<file path="src/rtl/keypad_event_ctrl_if.sv">
// Keypad event controller bus: scanner reports and FIFO/keyboard read side.
// The master modport is the scanner/CPU side, the slave modport is the controller.
interface keypad_event_ctrl_if #(
    parameter int DEPTH = 8
);
    localparam int CW = $clog2(DEPTH) + 1;

    logic [3:0]    key_index;
    logic          key_valid;
    logic          key_down;
    logic          enable;
    logic          rd_en;
    logic          clr_ovf;
    logic [15:0]   rd_data;
    logic          empty;
    logic          full;
    logic [CW-1:0] count;
    logic          overflow;
    logic [15:0]   kbd;

    modport master (
        output key_index, key_valid, key_down, enable, rd_en, clr_ovf,
        input  rd_data, empty, full, count, overflow, kbd
    );

    modport slave (
        input  key_index, key_valid, key_down, enable, rd_en, clr_ovf,
        output rd_data, empty, full, count, overflow, kbd
    );
endinterface

</file>
<file path="src/rtl/keypad_event_ctrl.sv">
// Keypad event controller: turns scanner press reports into a buffered ASCII event
// stream with typematic auto-repeat, plus a Hack-style level keyboard register.
module keypad_event_ctrl #(
    parameter int          DEPTH         = 8,
    parameter logic [23:0] REPEAT_DELAY  = 24'd500000,
    parameter logic [23:0] REPEAT_PERIOD = 24'd100000
) (
    input logic                 clk,
    input logic                 rst_n,
    keypad_event_ctrl_if.slave  bus
);
    localparam int AW = (DEPTH > 1) ? $clog2(DEPTH) : 1;
    localparam int CW = $clog2(DEPTH) + 1;
    localparam logic [CW-1:0] FULL_COUNT = CW'(DEPTH);

    localparam logic [1:0] ST_IDLE   = 2'd0;
    localparam logic [1:0] ST_DELAY  = 2'd1;
    localparam logic [1:0] ST_REPEAT = 2'd2;

    function automatic logic [7:0] to_ascii(input logic [3:0] idx);
        return (idx < 4'd10) ? (8'h30 + {4'b0000, idx}) : (8'h37 + {4'b0000, idx});
    endfunction

    logic [1:0]    state, state_next;
    logic [23:0]   cnt, cnt_next, limit_m1;
    logic [3:0]    held_idx, held_idx_next;
    logic          push;
    logic [8:0]    push_entry;

    logic [8:0]    mem [DEPTH];
    logic [AW-1:0] wr_ptr, rd_ptr;
    logic [CW-1:0] count;
    logic          overflow;
    logic          empty, full, pop, do_write, drop;

    assign limit_m1 = ((state == ST_DELAY) ? REPEAT_DELAY : REPEAT_PERIOD) - 24'd1;

    // A new press always wins, even with the key already released in the same cycle.
    always_comb begin
        state_next    = state;
        cnt_next      = cnt;
        held_idx_next = held_idx;
        push          = 1'b0;
        push_entry    = '0;
        if (!bus.enable) begin
            state_next = ST_IDLE;
            cnt_next   = '0;
        end else if (bus.key_valid) begin
            push          = 1'b1;
            push_entry    = {1'b0, to_ascii(bus.key_index)};
            held_idx_next = bus.key_index;
            state_next    = ST_DELAY;
            cnt_next      = '0;
        end else if (state != ST_IDLE) begin
            if (!bus.key_down) begin
                state_next = ST_IDLE;
                cnt_next   = '0;
            end else if (cnt == limit_m1) begin
                push       = 1'b1;
                push_entry = {1'b1, to_ascii(held_idx)};
                state_next = ST_REPEAT;
                cnt_next   = '0;
            end else begin
                cnt_next = cnt + 24'd1;
            end
        end
    end

    assign empty    = (count == '0);
    assign full     = (count == FULL_COUNT);
    assign pop      = bus.rd_en && !empty;
    // A simultaneous pop frees the slot, so a full FIFO still accepts the push.
    assign do_write = push && (!full || pop);
    assign drop     = push && full && !pop;

    always_ff @(posedge clk) begin
        if (!rst_n) begin
            state    <= ST_IDLE;
            cnt      <= '0;
            held_idx <= '0;
            wr_ptr   <= '0;
            rd_ptr   <= '0;
            count    <= '0;
            overflow <= 1'b0;
        end else begin
            state    <= state_next;
            cnt      <= cnt_next;
            held_idx <= held_idx_next;
            if (do_write) wr_ptr <= wr_ptr + 1'b1;
            if (pop)      rd_ptr <= rd_ptr + 1'b1;
            if (do_write && !pop)      count <= count + 1'b1;
            else if (!do_write && pop) count <= count - 1'b1;
            if (drop)             overflow <= 1'b1;
            else if (bus.clr_ovf) overflow <= 1'b0;
        end
    end

    always_ff @(posedge clk) begin
        if (rst_n && do_write) mem[wr_ptr] <= push_entry;
    end

    assign bus.rd_data  = empty ? 16'h0000 : {7'b0000000, mem[rd_ptr]};
    assign bus.empty    = empty;
    assign bus.full     = full;
    assign bus.count    = count;
    assign bus.overflow = overflow;
    assign bus.kbd      = (state != ST_IDLE) ? {8'h00, to_ascii(held_idx)} : 16'h0000;
endmodule
</file>
<file path="src/flat_wrapper.sv">
// flat-port wrapper written by rule: the top's interface ports become plain ports
module keypad_event_ctrl_flat 
#(
    parameter int          DEPTH         = 8,
    parameter logic [23:0] REPEAT_DELAY  = 24'd500000,
    parameter logic [23:0] REPEAT_PERIOD = 24'd100000
)
  (clk, rst_n, bus_key_index, bus_key_valid, bus_key_down, bus_enable, bus_rd_en, bus_clr_ovf, bus_rd_data, bus_empty, bus_full, bus_count, bus_overflow, bus_kbd);
  keypad_event_ctrl_if #(.DEPTH(DEPTH)) bus_i ();
  input logic clk;
  input logic rst_n;
  input wire logic [$bits(bus_i.key_index)-1:0] bus_key_index;
  input wire logic [$bits(bus_i.key_valid)-1:0] bus_key_valid;
  input wire logic [$bits(bus_i.key_down)-1:0] bus_key_down;
  input wire logic [$bits(bus_i.enable)-1:0] bus_enable;
  input wire logic [$bits(bus_i.rd_en)-1:0] bus_rd_en;
  input wire logic [$bits(bus_i.clr_ovf)-1:0] bus_clr_ovf;
  output wire logic [$bits(bus_i.rd_data)-1:0] bus_rd_data;
  output wire logic [$bits(bus_i.empty)-1:0] bus_empty;
  output wire logic [$bits(bus_i.full)-1:0] bus_full;
  output wire logic [$bits(bus_i.count)-1:0] bus_count;
  output wire logic [$bits(bus_i.overflow)-1:0] bus_overflow;
  output wire logic [$bits(bus_i.kbd)-1:0] bus_kbd;
  assign bus_i.key_index = bus_key_index;
  assign bus_i.key_valid = bus_key_valid;
  assign bus_i.key_down = bus_key_down;
  assign bus_i.enable = bus_enable;
  assign bus_i.rd_en = bus_rd_en;
  assign bus_i.clr_ovf = bus_clr_ovf;
  assign bus_rd_data = bus_i.rd_data;
  assign bus_empty = bus_i.empty;
  assign bus_full = bus_i.full;
  assign bus_count = bus_i.count;
  assign bus_overflow = bus_i.overflow;
  assign bus_kbd = bus_i.kbd;
  keypad_event_ctrl #(.DEPTH(DEPTH), .REPEAT_DELAY(REPEAT_DELAY), .REPEAT_PERIOD(REPEAT_PERIOD)) u_core (.clk(clk), .rst_n(rst_n), .bus(bus_i));
endmodule
</file>
<file path="config.mk">
export PLATFORM = sky130hd
export DESIGN_NAME = keypad_event_ctrl_flat
export DESIGN_NICKNAME = d
export VERILOG_FILES = /design/src/rtl/keypad_event_ctrl_if.sv /design/src/rtl/keypad_event_ctrl.sv /design/src/flat_wrapper.sv
export SDC_FILE = /design/constraint.sdc
export NUM_CORES = 1
export LEC_CHECK = 0
export CAP_MARGIN = 20
export CORE_MARGIN = 2
export CORE_UTILIZATION = 39
export DETAILED_ROUTE_END_ITERATION = 10
export GPL_TIMING_DRIVEN = 0
export PLACE_DENSITY = 0.68
export SLEW_MARGIN = 5
export SYNTH_ARGS = -nofsm -noshare
export SYNTH_HDL_FRONTEND = slang
export SYNTH_SLANG_ARGS = --single-unit
</file>
<file path="constraint.sdc">
create_clock -name clk -period 9.5 [get_ports clk]
set_clock_uncertainty 0.15 [all_clocks]
set_input_delay 1.9 -clock clk [delete_from_list [all_inputs] [get_ports clk]]
set_output_delay 1.9 -clock clk [all_outputs]
set_load 0.02 [all_outputs]
</file>
Yosys cells after proc, flatten, opt, wreduce, memory -nomap -nowiden
Memories as Yosys holds them, arrays and structs flattened. A register that Yosys moved wholly into a read port is not among the register bits.
Index checks and enable logic that the tools add are counted.

cells by class
  eq/ne operators = 5
  multiplexer cells = 29
  magnitude comparators = 2
  bitwise logic cells = 2
  reductions and logical operators = 22
  $add $sub $neg = 10

operator list
  kind                                                    count
  two-way mux 9 bit                                       6
  two-way mux 24 bit                                      2
  adder 6 x 4 -> 7 bit (first input constant)             4
  adder 24 x 1 -> 24 bit (second input constant)          1
  == test 24 bit                                          1
  two-way mux 8 bit                                       3
  subtractor 24 x 1 -> 24 bit (second input constant)     1
  two-way mux 19 bit                                      1
  two-way mux 1 bit                                       11
  less-than comparator 4 bit (second input constant)      2
  two-way mux 4 bit                                       2
  AND reduction 2 bit                                     4
  nonzero test 2 bit                                      4
  logical AND 1 bit                                       7
  adder 3 x 1 -> 3 bit (second input constant)            2
  two-way mux 3 bit                                       2
  adder 4 x 1 -> 4 bit (second input constant)            1
  == test 4 bit (second input constant)                   1
  logical NOT 1 bit                                       4
  logical NOT 4 bit                                       1
  two-way mux 2 bit                                       2
  subtractor 4 x 1 -> 4 bit (second input constant)       1
  inequality test 3 x 2 -> 1 bit (second input constant)  1
  OR reduction 3 bit                                      1
  4 further kinds                                         5

storage, ports and cells
  memory bits (writable) = 72
  word-level logic and storage cells = 79
  memories = 1
  register bits = 41
  output and inout port bits = 39
  input bits = 11

memories
  name        depth  width  read ports  clocked after Yosys merged registers in  wr ports  RTL line                 RTL
  u_core.mem  8      9      1           1                                        1         keypad_event_ctrl.sv:30  logic [8:0] mem [DEPTH];

Depth between registers and ports, before layout
  depth in word-level cells = 14
  gate-level depth with buffers = 15

Worst setup path after synthesis
OpenSTA, ideal clock, no wires.

  kind = in2reg
  start point = in bus_key_down
  end point = reg u_core.count[3] (netlist: u_core.bus.count[3])
  library setup time = 0.076 ns
  arrival = 3.973 ns
  data required time = 9.274 ns
  stages on the path = 13
  path slack = 5.301 ns
  cell sequence = nand2_1 -> a2111oi_4 -> o211ai_2 -> buf_6 -> inv_1 -> ha_1 -> inv_1 -> ha_1 -> a21o_1 -> a21oi_1 -> xnor2_1 -> or3_1 -> a21boi_0

on the way
  word-level cells in the longest chain between the ends = 8

ends and longest elaborated chain
  item                          RTL line                 RTL
  from (decl)                   flat_wrapper.sv:14       input wire logic [$bits(bus_i.key_down)-1:0] bus_key_down;
  two-way mux 1 bit (*)         keypad_event_ctrl.sv:55  if (!bus.key_down) begin
  two-way mux 1 bit (*)         keypad_event_ctrl.sv:54  end else if (state != ST_IDLE) begin
  two-way mux 1 bit (*)         keypad_event_ctrl.sv:48  end else if (bus.key_valid) begin
  two-way mux 1 bit (*)         keypad_event_ctrl.sv:45  if (!bus.enable) begin
  logical AND 1 bit (*)         keypad_event_ctrl.sv:73  assign do_write = push && (!full || pop);
  logical NOT 1 bit             keypad_event_ctrl.sv:92  else if (!do_write && pop) count <= count - 1'b1;
  logical AND 1 bit             keypad_event_ctrl.sv:92
  nonzero test 2 bit (no line)  -
  to (signal assigned)          keypad_event_ctrl.sv:91  if (do_write && !pop) count <= count + 1'b1;
  to (signal assigned)          keypad_event_ctrl.sv:92
  to (decl)                     keypad_event_ctrl.sv:32  logic [CW-1:0] count;

Every way passes the cells marked *; elsewhere a longest branch is shown, timed or not.
A chain may end at the register's enable or synchronous reset.

==> results.sh <==
export IMPL_clkPwrFrac_pct=31.2
export IMPL_cp_slowest_stage_delay_ps=570
export IMPL_period_needed_ps=4960
export IMPL_min_from="u_core.held_idx[0]$_SDFFE_PN0P_"
export IMPL_clkTransAtPathRegs_ps=70
export IMPL_seq_area_frac_synth_pct=55.9
export IMPL_p_leak_uw=0.00204
export IMPL_layout_common_cells="edfxtp_1, dfxtp_1, nor2_1, nand2_1, clkdlybuf4s50_1"
export IMPL_multiInputGateArea_um2=2060
export IMPL_max_slew_margin_rel_pct=29.2
export IMPL_fmax_ghz=0.202
export IMPL_netlist_instances=415
export IMPL_port_buffers=31
export IMPL_reg2reg_slack_ps=5850
export IMPL_fp_row_count=41
export IMPL_syn_area_um2=5010
export IMPL_final_fill_count=1119
export IMPL_cts_root_buf="clkbuf_16"
export IMPL_wire_per_inst_um=15.5
export IMPL_first_iter_violations=193
export IMPL_diodes=0
export IMPL_ant_nets=0
export IMPL_synth_flop_cell="edfxtp_1"
export IMPL_postCtsSetupRepairBufs=0
export IMPL_intPower_uw=871
export IMPL_synth_top_area_share_pct=38.3
export IMPL_async_reset_ff_share_pct=0
export IMPL_setup_viol=0
export IMPL_yosysWarnings=0
export IMPL_total_power_uw=1220
export IMPL_grt_pass1_vias=3297
export IMPL_hold_buffers=0
export IMPL_die_w_um=117
export IMPL_antenna_found_initial=0
export IMPL_die_h_um=117
export IMPL_hold_class="reg2reg"
export IMPL_wirelength_mm=10.2
export IMPL_nets=500
export IMPL_cp_end_kind="output pin"
export IMPL_fin_tns_setup_ps=0
export IMPL_worstMarginPinSlew_ps=1050
export IMPL_pin_count=50
export IMPL_clock_sinks=108
export IMPL_ys_types=52
export IMPL_layout_worst_path_cycle_share_pct=52.2
export IMPL_criticalPathCategory="reg2out"
export IMPL_synth_top_family_by_area="simple AND/OR/NAND/NOR gates"
export IMPL_dpl_cell_count=640
export IMPL_rsz0062_at_grt="no"
export IMPL_yosys_area_share_adder_pct=2.40
export IMPL_hold_violations=0
export IMPL_combPwrFrac_pct=25.7
export IMPL_grt_max_degree=20
export IMPL_synth_seq_cells=108
export IMPL_grt_overflow_total=0
export IMPL_gr_usage_all_layers_pct=15.3
export IMPL_drc=0
export IMPL_gp_congestion=0.888
export IMPL_r2r_cells=14
export IMPL_arrival_ps=2910
export IMPL_die_area_um2=13800
export IMPL_path_buf_inv=3
export IMPL_status="complete, no violations"
export IMPL_path_delay_family="buffers and inverters"
export IMPL_final_common_cell="edfxtp_1"
export IMPL_synth_mux_area_share_pct=9.78
export IMPL_crit_slowest_cell="mux4_2"
export IMPL_cts_max_level=3
export IMPL_synthXorXnorAreaFrac_pct=4.89
export IMPL_initial_core_util_pct=39.9
export IMPL_r2r_start="u_core.state[0]$_SDFFE_PN0P_"
export IMPL_tritoncts="done"
export IMPL_synth_edff_count=64
export IMPL_vias=3284
export IMPL_holdPathEnd="u_core.held_idx[0]$_SDFFE_PN0P_"
export IMPL_dpl_hpwl_mm=7.47
export IMPL_powerDensity_nw_per_um2=204
export IMPL_crit_path_start_kind="flop"
export IMPL_via_per_inst=5.00
export IMPL_synth_largest_area_cell="edfxtp_1"
export IMPL_seqPwrFrac_pct=43.1
export IMPL_holdWs_ps=324
export IMPL_drt_pass1_iter_count=4
export IMPL_cap_violations=0
export IMPL_cts_repair_resized=0
export IMPL_synth_compound_area_share_pct=6.21
export IMPL_grt_first_pass_wirelength_mm=16.8
export IMPL_clk_path_buf_depth=2
export IMPL_net_switching_power_uw=350
export IMPL_final_cells=657
export IMPL_area_delta_synth_final_pct=19.5
export IMPL_worstReg2RegEnd="u_core.bus.count[3]$_SDFFE_PN0P_"
export IMPL_cp_data_required_time_ps=7450
export IMPL_crit_chain="clkbuf_1, buf_2, mux4_2, mux2i_1, nor2_1, clkdlybuf4s50_1"
export IMPL_drive_gt1_share_pct=15.9
export IMPL_coreArea_um2=12600
export IMPL_utilization_pct=47.7
export IMPL_syn_avg_cell_area_um2=12.1
export IMPL_holdPathStages=2
export IMPL_switching_share_pct=28.6
export IMPL_vdd_ir_drop_max_mv=0.0952
export IMPL_yosys_top_cells_area="edfxtp_1, dfxtp_1, mux4_2"
export IMPL_slew_violations=0
export IMPL_numCtsBuffers=9
export IMPL_ff_latch_area_um2=2800
export IMPL_clk_latency_ps=350
export IMPL_synth_simple_area_share_pct=15.7
export IMPL_cp_max_fo=10
## layer usage
| metal | GRT usage (%) | wire (um) |
|---|---|---|
| met1 | 18.3 | 4440 |
| met3 | 3.89 | 332 |
| met2 | 27.3 | 5300 |
| met5 | 0 | 0 |
| met4 | 4.37 | 136 |
## worst reg2reg max path, stage by stage, from the launching register on
cell	delay, ps
dfxtp_1	360
nor2b_1	170
or4_4	530
a2111oi_4	500
o211ai_2	150
buf_6	170
inv_1	60
ha_1	170
inv_1	90
ha_1	280
a21o_1	180
a21oi_1	200
xnor2_1	100
or3_1	300
a21boi_0	160
## state kept, by name, summed over array words and instances, names as in the netlist, named ones only
| signal | count |
|---|---|
| u_core.mem | 64 |
| u_core.bus.count | 4 |
| u_core.state | 2 |
| u_core.rd_ptr | 3 |
| u_core.bus.overflow | 1 |
| u_core.wr_ptr | 3 |
| u_core.cnt | 24 |
| u_core.held_idx | 4 |
## power by group through the flow
stage	Clock [uW]	Sequential, uW	Combinational [uW]
after floorplan	0	542	200
after global placement	0	536	308
after detailed placement	0	538	318
after CTS	388	527	319
after global routing	406	529	340
final	381	526	313
## logic make-up (layout without fill, tap and decap cells)
group                      count (synthesis)  in the layout
adders and majority gates                  9              9
xor gates and xnor gates                  28             28
buffers and inverters                     45             99
and+or+nand+nor                          152            152
muxes                                     29             29
DFF                                      108            108
AOI/OAI and AO/OA                         43             43
other                                      1             17
## through the flow
step / instance area [um2] / setup slack [ps]
after floorplan: 5070 / 5300
after global placement: 5600 / 4090
after detailed placement: 5680 / 4390
after CTS: 5990 / 4440
after global routing: 5990 / 4310
final: 5990 / 4540
## cells in the mapped netlist (all sizes together) (2+ instances only)
cell type and number:
a211oi 4, a21boi 6, a21oi 11, and2 7, and3 4, and4 3
buf 25, clkbuf 8, dfxtp 44, edfxtp 64, ha 8, inv 12
mux2i 13, mux4 16, nand2 35, nand2b 3, nand3 13, nand3b 3
nand4 11, nor2 39, nor2b 5, nor3 5, nor4 11, nor4b 3
o2111ai 2, o21ai 9, o31ai 2, or2 2, or3 3, xnor2 13
xor2 15
## layout make-up
class / instances / share of cell area [%]
plain buffers: 33 / 3.44
clock buffers: 9 / 3.76
clock inverters: 7 / 1.38
inverters: 12 / 0.751
multi-input cells: 278 / 34.3
flip-flops and latches: 108 / 46.8
well taps: 172 / 3.59
repair buffers: 38 / 6.01
## how the worst max path moves through the flow
stage,to,slack [ps],cells after the start
6_report,bus_rd_data[3],4540,6
3_3_place_gp,u_core.mem[4][5]$_DFFE_PP_,4090,6
2_1_floorplan,u_core.bus.count[3]$_SDFFE_PN0P_,5300,13
3_5_place_dp,u_core.bus.count[3]$_SDFFE_PN0P_,4390,14
4_1_cts,bus_rd_data[3],4440,6
5_1_grt,bus_rd_data[1],4310,6
Note: power is estimated with default switching activity, not from simulation.
